### config.mk
export PLATFORM = sky130hd
export DESIGN_NAME = store_unit_flat
export DESIGN_NICKNAME = d
export VERILOG_FILES = /design/src/rtl/store_unit_if.sv /design/src/rtl/store_unit.sv /design/src/flat_wrapper.sv
export SDC_FILE = /design/constraint.sdc
export NUM_CORES = 1
export LEC_CHECK = 0
export ABC_AREA = 1
export CELL_PAD_IN_SITES_DETAIL_PLACEMENT = 0
export CELL_PAD_IN_SITES_GLOBAL_PLACEMENT = 1
export CORE_UTILIZATION = 29
export CTS_CLUSTER_SIZE = 24
export DETAILED_ROUTE_END_ITERATION = 8
export PLACE_DENSITY_LB_ADDON = 0.1
export SLEW_MARGIN = 5
export SYNTH_ARGS = -nofsm -noshare
export SYNTH_HDL_FRONTEND = slang
export SYNTH_SLANG_ARGS = --single-unit
export TNS_END_PERCENT = 30
### constraint.sdc
create_clock -name clk -period 1.8 [get_ports clk]
set_input_delay 0.36 -clock clk [delete_from_list [all_inputs] [get_ports clk]]
set_output_delay 0.36 -clock clk [all_outputs]
set_load 0.01 [all_outputs]
### src/rtl/store_unit_if.sv
// Memory write bus between the store unit (master) and the memory side (slave).
interface store_unit_if;
  logic        mem_req;
  logic [31:0] mem_addr;
  logic [31:0] mem_wdata;
  logic [3:0]  mem_be;
  logic        mem_ack;

  modport master (
    output mem_req,
    output mem_addr,
    output mem_wdata,
    output mem_be,
    input  mem_ack
  );

  modport slave (
    input  mem_req,
    input  mem_addr,
    input  mem_wdata,
    input  mem_be,
    output mem_ack
  );
endinterface

### src/rtl/store_unit.sv
// Store unit: narrows a register value to byte/halfword/word, replicates it
// across the byte lanes, and issues one memory write with an ack timeout.
//
// state | meaning
// ------+---------------------------------------------------------------
// IDLE  | waiting for start; request fields captured on the accepting edge
// REQ   | mem_req held with stable address/data/enables until ack or timeout
// DONE  | one-cycle completion pulse, qualified by misalign / timeout
module store_unit #(
  parameter int unsigned TIMEOUT = 15
) (
  input  logic        clk,
  input  logic        rst_n,
  input  logic        start,
  input  logic [1:0]  size,
  input  logic [31:0] addr,
  input  logic [31:0] wdata,
  output logic        busy,
  output logic        done,
  output logic        misalign,
  output logic        timeout,
  store_unit_if.master bus
);

  typedef enum logic [1:0] {
    IDLE = 2'd0,
    REQ  = 2'd1,
    DONE = 2'd2
  } state_t;

  localparam logic [7:0] TIMEOUT_CNT = 8'(TIMEOUT);

  state_t      state;
  logic [7:0]  wait_cnt;
  logic        req_misaligned;
  logic [3:0]  lane_be;
  logic [31:0] lane_data;

  // Alignment check and lane steering for the request presented at the input.
  always_comb begin
    req_misaligned = 1'b0;
    lane_be        = 4'b0000;
    lane_data      = wdata;
    case (size)
      2'b00: begin
        lane_be   = 4'b0001 << addr[1:0];
        lane_data = {4{wdata[7:0]}};
      end
      2'b01: begin
        req_misaligned = addr[0];
        lane_be        = addr[1] ? 4'b1100 : 4'b0011;
        lane_data      = {2{wdata[15:0]}};
      end
      2'b10: begin
        req_misaligned = (addr[1:0] != 2'b00);
        lane_be        = 4'b1111;
        lane_data      = wdata;
      end
      default: begin
        req_misaligned = 1'b1;
      end
    endcase
  end

  // Sequencer with registered bus and status outputs.
  always_ff @(posedge clk) begin
    if (!rst_n) begin
      state         <= IDLE;
      wait_cnt      <= 8'd0;
      busy          <= 1'b0;
      done          <= 1'b0;
      misalign      <= 1'b0;
      timeout       <= 1'b0;
      bus.mem_req   <= 1'b0;
      bus.mem_addr  <= 32'd0;
      bus.mem_wdata <= 32'd0;
      bus.mem_be    <= 4'b0000;
    end else begin
      done     <= 1'b0;
      misalign <= 1'b0;
      timeout  <= 1'b0;
      case (state)
        IDLE: begin
          if (start) begin
            busy <= 1'b1;
            if (req_misaligned) begin
              state    <= DONE;
              done     <= 1'b1;
              misalign <= 1'b1;
            end else begin
              state         <= REQ;
              wait_cnt      <= 8'd0;
              bus.mem_req   <= 1'b1;
              bus.mem_addr  <= {addr[31:2], 2'b00};
              bus.mem_wdata <= lane_data;
              bus.mem_be    <= lane_be;
            end
          end
        end
        REQ: begin
          // Ack wins over a timeout landing on the same edge.
          if (bus.mem_ack) begin
            state       <= DONE;
            done        <= 1'b1;
            bus.mem_req <= 1'b0;
            bus.mem_be  <= 4'b0000;
          end else if (wait_cnt == TIMEOUT_CNT) begin
            state       <= DONE;
            done        <= 1'b1;
            timeout     <= 1'b1;
            bus.mem_req <= 1'b0;
            bus.mem_be  <= 4'b0000;
          end else begin
            wait_cnt <= wait_cnt + 8'd1;
          end
        end
        DONE: begin
          state <= IDLE;
          busy  <= 1'b0;
        end
        default: begin
          state       <= IDLE;
          busy        <= 1'b0;
          bus.mem_req <= 1'b0;
          bus.mem_be  <= 4'b0000;
        end
      endcase
    end
  end

endmodule

### src/flat_wrapper.sv
// flat-port wrapper written by rule: the top's interface ports become plain ports
module store_unit_flat 
#(
  parameter int unsigned TIMEOUT = 15
)
  (clk, rst_n, start, size, addr, wdata, busy, done, misalign, timeout, bus_mem_req, bus_mem_addr, bus_mem_wdata, bus_mem_be, bus_mem_ack);
  store_unit_if bus_i ();
  input  logic clk;
  input  logic rst_n;
  input  logic start;
  input  logic [1:0] size;
  input  logic [31:0] addr;
  input  logic [31:0] wdata;
  output logic busy;
  output logic done;
  output logic misalign;
  output logic timeout;
  output wire logic [$bits(bus_i.mem_req)-1:0] bus_mem_req;
  output wire logic [$bits(bus_i.mem_addr)-1:0] bus_mem_addr;
  output wire logic [$bits(bus_i.mem_wdata)-1:0] bus_mem_wdata;
  output wire logic [$bits(bus_i.mem_be)-1:0] bus_mem_be;
  input wire logic [$bits(bus_i.mem_ack)-1:0] bus_mem_ack;
  assign bus_mem_req = bus_i.mem_req;
  assign bus_mem_addr = bus_i.mem_addr;
  assign bus_mem_wdata = bus_i.mem_wdata;
  assign bus_mem_be = bus_i.mem_be;
  assign bus_i.mem_ack = bus_mem_ack;
  store_unit #(.TIMEOUT(TIMEOUT)) u_core (.clk(clk), .rst_n(rst_n), .start(start), .size(size), .addr(addr), .wdata(wdata), .busy(busy), .done(done), .misalign(misalign), .timeout(timeout), .bus(bus_i));
endmodule
Word-level counts from Yosys, hierarchy flattened
Index checks and enable logic that the tools add are counted.
{"block": "op_classes", "n_bitwise": 4, "reduce_logical": 11, "n_addsub": 1, "shifts": 1, "n_eq_ne": 10, "n_mux": 31}
{"operator": "32-bit case mux with 2 select lines", "n": 1}
{"operator": "8-bit two-way mux", "n": 4}
{"operator": "4-bit case mux with 3 select lines", "n": 2}
{"operator": "4-bit two-way mux", "n": 5}
{"operator": "8-bit case mux with 2 select lines", "n": 1}
{"operator": "1-bit two-way mux", "n": 9}
{"operator": "8-bit by 1-bit adder with 8-bit output, second input constant", "n": 1}
{"operator": "8-bit by 4-bit == test with 1-bit output, second input constant", "n": 1}
{"operator": "2-bit two-way mux", "n": 4}
{"operator": "2-bit != test, second input constant", "n": 4}
{"operator": "1-bit case mux with 3 select lines", "n": 2}
{"operator": "2-bit AND reduction", "n": 3}
{"operator": "5-bit AND reduction", "n": 1}
{"operator": "2-bit by 1-bit == test with 1-bit output, second input constant", "n": 2}
{"operator": "2-bit == test, second input constant", "n": 2}
{"operator": "2-bit logical NOT", "n": 2}
{"operator": "1-bit NOT", "n": 4}
{"operator": "1-bit case mux with 2 select lines", "n": 2}
{"operator": "2-bit case mux with 2 select lines", "n": 1}
{"operator": "4-bit AND reduction", "n": 1}
{"operator": "2-bit nonzero test", "n": 2}
{"operator": "1-bit by 2-bit << shifter with 4-bit output, first input constant", "n": 1}
{"operator": "3-bit by 2-bit != test with 1-bit output, second input constant", "n": 1}
{"operator": "3-bit AND reduction", "n": 1}
{"operator": "3-bit OR reduction", "n": 1}
{"block": "totals", "input_bits": 70, "wordCells": 68, "register_bits": 81, "out_inout_bits": 73}

Depth between registers and ports, before layout
{"block": "depth", "depth_word": 5, "depth_mapped": 9, "mapped_depth_nobuf": 9}

Worst setup path after synthesis
Ideal clock, no wire load.
{"block": "synth_timing", "path_kind": "input to register", "from": "in size[1]", "to": "reg u_core.bus.mem_wdata[26]", "setup_time_ps": 122, "required_time_ps": 1678, "arrival_time_ps": 1275, "path_slack_ps": 403, "n_path_buf": 3, "path_stages": 7, "path_cell_list": "buf_4 -> o21ai_4 -> nand3_4 -> inv_4 -> buf_6 -> buf_6 -> a21oi_2"}
{"block": "synth_via", "elab_chain_len": 4, "word_cells_on_any_way": 7, "classes_between": "eq/ne (2); mux (2); bitwise (1); reduce/logical (2)"}
{"item": "start: declaration", "line_no": "flat_wrapper.sv:11", "rtl": "input logic [1:0] size;"}
{"item": "2-bit == test (tied with other cells)", "line_no": "store_unit.sv:44", "rtl": "case (size)"}
{"item": "1-bit case mux with 3 select lines", "line_no": "store_unit.sv:44"}
{"item": "1-bit NOT (no line)"}
{"item": "3-bit AND reduction (no line)"}
{"item": "end signal: assignment", "line_no": "store_unit.sv:95", "rtl": "bus.mem_wdata <= lane_data;"}
{"item": "end: declaration", "line_no": "store_unit_if.sv:12", "rtl": "output mem_wdata,"}
Parallel ways exist; a longest one is shown, timed or not.
A chain may end at the register's enable or synchronous reset.

Worst setup path after layout
{"block": "layout_timing", "from": "in addr[0]", "to": "reg u_core.wait_cnt[5]"}
{"block": "layout_via", "elab_chain_len": 4}
{"item": "start: declaration", "line_no": "flat_wrapper.sv:12", "rtl": "input logic [31:0] addr;"}
{"item": "2-bit nonzero test", "line_no": "store_unit.sv:55", "rtl": "req_misaligned = (addr[1:0] != 2'b00);"}
{"item": "1-bit case mux with 3 select lines (*)", "line_no": "store_unit.sv:44"}
{"item": "2-bit != test (no line) (*)"}
{"item": "5-bit AND reduction (no line) (*)"}
{"item": "end signal: assignment", "line_no": "store_unit.sv:114", "rtl": "wait_cnt <= wait_cnt + 8'd1;"}
{"item": "end: declaration", "line_no": "store_unit.sv:34", "rtl": "logic [7:0] wait_cnt;"}
Mark *: on every way between the ends. The rest lies on a longest branch, timed or not.

==> flow_metrics.tcl <==
set metrics [dict create \
    start_kind "input port" \
    clk_pin_slew_ns 0.06 \
    status "complete, no violations" \
    grt-ovfl-total 0 \
    synth_edf_count 0 \
    holdCritPathClass "input port to flip-flop" \
    synth-warning-count 0 \
    ys_seq_elements 81 \
    postRouteAntennaNets 0 \
    setup_viol 0 \
    r2r-start "u_core.wait_cnt[0]" \
    clock-sinks 81 \
    cts_tree "built" \
    grt_antenna_before_repair 0 \
    fmax_ghz 0.611 \
    wirelength_um 10200 \
    grt_pass1_wl_um 16500 \
    synth_top_cell_by_area "dfxtp_1" \
    vias 3441 \
    cp_cell_sequence "clkdlybuf4s50_1 -> inv_1 -> nand2_1 -> nand2_2 -> nand3_4 -> buf_4 -> nand2_2 -> inv_2 -> nor2_1 -> nor2_1 -> nor2_1" \
    drt-wirelength-per-cell_um 13.8 \
    endpoint_kind "flip-flop" \
    syn2layout_area_growth_pct 60.7 \
    crit_path_start "addr[0]" \
    drt-vias-per-instance 4.63 \
    power.leakage_nw 2.16 \
    synth_area_leaders "dfxtp_1, nor2_1, o21ai_0, nand2_1, a21oi_1" \
    r2r-end "u_core.wait_cnt[5]" \
    holdPathEnd "u_core.wait_cnt[4]" \
    avgSynthCellArea_sq_um 7.61 \
    power.density_nw_per_um2 928 \
    start_util_pct 30.4 \
    worstSkewPairLatency_ns 0.34 \
    reg2reg_depth 8 \
    die_w_um 110 \
    rsz0062_at_grt "no" \
    post-place-ws_ns -0.342 \
    min_period_ns 1.64 \
    place_hpwl_um 7430 \
    cp.arrival_ns 1.87 \
    hp-start "rst_n" \
    critPathMaxFanout 6 \
    drc 0 \
    cts_hold_buf 0 \
    yosysTopAreaCellShare_pct 48.1 \
    cts_max_level 3 \
    max-vdd-ir-drop_mv 0.656 \
    core_area_sq_um 11100 \
    synth_area_sq_um 3370 \
    root_buffer "clkbuf_16" \
    yosysMostFrequentCell "nor2_1" \
    fillers 1095 \
    drv_slew 0 \
    worstPathRequired_ns 2.03 \
    track_usage_pct 18.1 \
    finalHoldViolCount 0 \
    num_rows 38 \
    grt_max_degree 50 \
    dr.pass1.iters 4 \
    setup_slack_ns 0.163 \
    layout-drive-gt1-share_pct 10.9 \
    die-area_sq_um 12100 \
    port_buffers 140 \
    cpMaxStageDelayCell "clkdlybuf4s50_1" \
    fin_crit_sh_pct 90.9 \
    drv_cap 0 \
    grt_pass1_vias 3343 \
    gp_congestion 0.811 \
    synth_top_cells_by_count "nor2_1, dfxtp_1, nand2_1, o21ai_0, a21oi_1" \
    drt_iter0_drc 238 \
    syn_inst 443 \
    cts_made_buffers 9 \
    min_path_cells 3 \
    nNetsFinal 669 \
    slowest_delay_ns 0.58 \
    synthDistinctLibCells 28 \
    die_y_um 110 \
    n_antenna_cell 0 \
    synthFlopType "dfxtp_1" \
    tns_ns 0 \
    synthArstFlopShare_pct 0 \
    r2r_setup_slack_ns 0.26 \
    clock_skew_ns 0.00728 \
    yosysSeqAreaShare_pct 48.1 \
    cts_buffer_depth 2 \
    crit_type "input port to flip-flop" \
    cp_common_cell "nor2_1" \
    ios 143 \
]
## state kept, by name, summed over array words and instances, names as in the netlist
signal / cells
u_core.busy: 1
u_core.state: 2
u_core.bus.mem_be: 4
u_core.bus.mem_wdata: 32
u_core.bus.mem_addr: 30
u_core.done: 1
u_core.misalign: 1
u_core.wait_cnt: 8
u_core.bus.mem_req: 1
u_core.timeout: 1
## layout make-up
type | instances | area [sq um] | area share (%)
clock buffer | 10 | 229 | 4.23
clock inverter | 6 | 82.6 | 1.53
inverter | 16 | 62.6 | 1.16
multi-input combinational | 319 | 1520 | 28.1
sequential | 81 | 1620 | 30.0
tap | 140 | 175 | 3.24
timing repair buffer | 171 | 1720 | 31.8
## layer usage
| metal | up-vias | global-route usage [%] | share of wire, % |
|---|---|---|---|
| met2 | 113 | 28.3 | 44 |
| met4 | 0 | 8.00 | 1.9 |
| li1 | 1775 | - | - |
| met3 | 14 | 6.76 | 8.6 |
| met1 | 1539 | 22.1 | 45 |
| met5 | - | 0 | 0 |
## worst max path at each step
stage | end | slack, ns
floorplan | u_core.bus.mem_wdata[26] | 0.40
global placement | u_core.bus.mem_wdata[10] | -0.30
detailed placement | u_core.bus.mem_wdata[10] | -0.34
CTS | u_core.bus.mem_wdata[30] | 0.001
global route | u_core.wait_cnt[5] | 0.04
finish | u_core.wait_cnt[5] | 0.16
## cell usage in the layout, fill, tap and decap left out, drive strengths merged
cell,instances
clkdlybuf4s50,137
nor2,98
dfxtp,81
nand2,69
o21ai,65
a21oi,40
buf,32
nand3,25
inv,15
clkbuf,10
o211a,9
nor3,6
clkinv,4
a211oi,2
conb,2
bufinv,2
dlymetal6s2s,2
and2,1
nor4,1
ha,1
clkinvlp,1
## metrics by stage
| stage | power, mW | cells | cell area, sq um | util [%] | hold WS (ns) |
|---|---|---|---|---|---|
| finish | 5.02 | 743 | 5410 | 48.9 | 0.383 |
| global route | 5.31 | 743 | 5410 | 48.9 | 0.394 |
| CTS | 5.11 | 743 | 5410 | 48.8 | 0.376 |
| detailed placement | 3.14 | 727 | 5090 | 46.0 | 0.456 |
| global placement | 3.14 | 727 | 5090 | 46.0 | 0.450 |
| floorplan | 2.52 | 444 | 3370 | - | 0.448 |
## report_power, final
group	leakage (nW)	internal, mW	switching [mW]	total [mW]
Clock	0.152	1.21	0.724	1.93
Combinational	1.35	0.590	0.480	1.07
Sequential	0.664	1.94	0.0798	2.02
## worst max-delay path, delay by kind of cell
kind                   cells  cell delay, ns
buffers and inverters      4            0.94
AND/OR/NAND/NOR            7            0.58
## cells by family (layout without fill, tap and decap cells)
logic type	Yosys count	count (layout)	synth area share (%)
and+or+nand+nor	200	200	24.3
DFF	81	81	48.1
AOI/OAI and AO/OA	116	116	20.2
adders and majority gates	1	1	0.371
buffers and inverters	44	203	6.91
other	1	2	0.111
## repair_timing
item	in CTS	in global routing
setup buffers	0	0
endpoints found under the setup margin	0	18
gates resized for setup	0	3
Note: power is estimated with default switching activity, not from simulation.
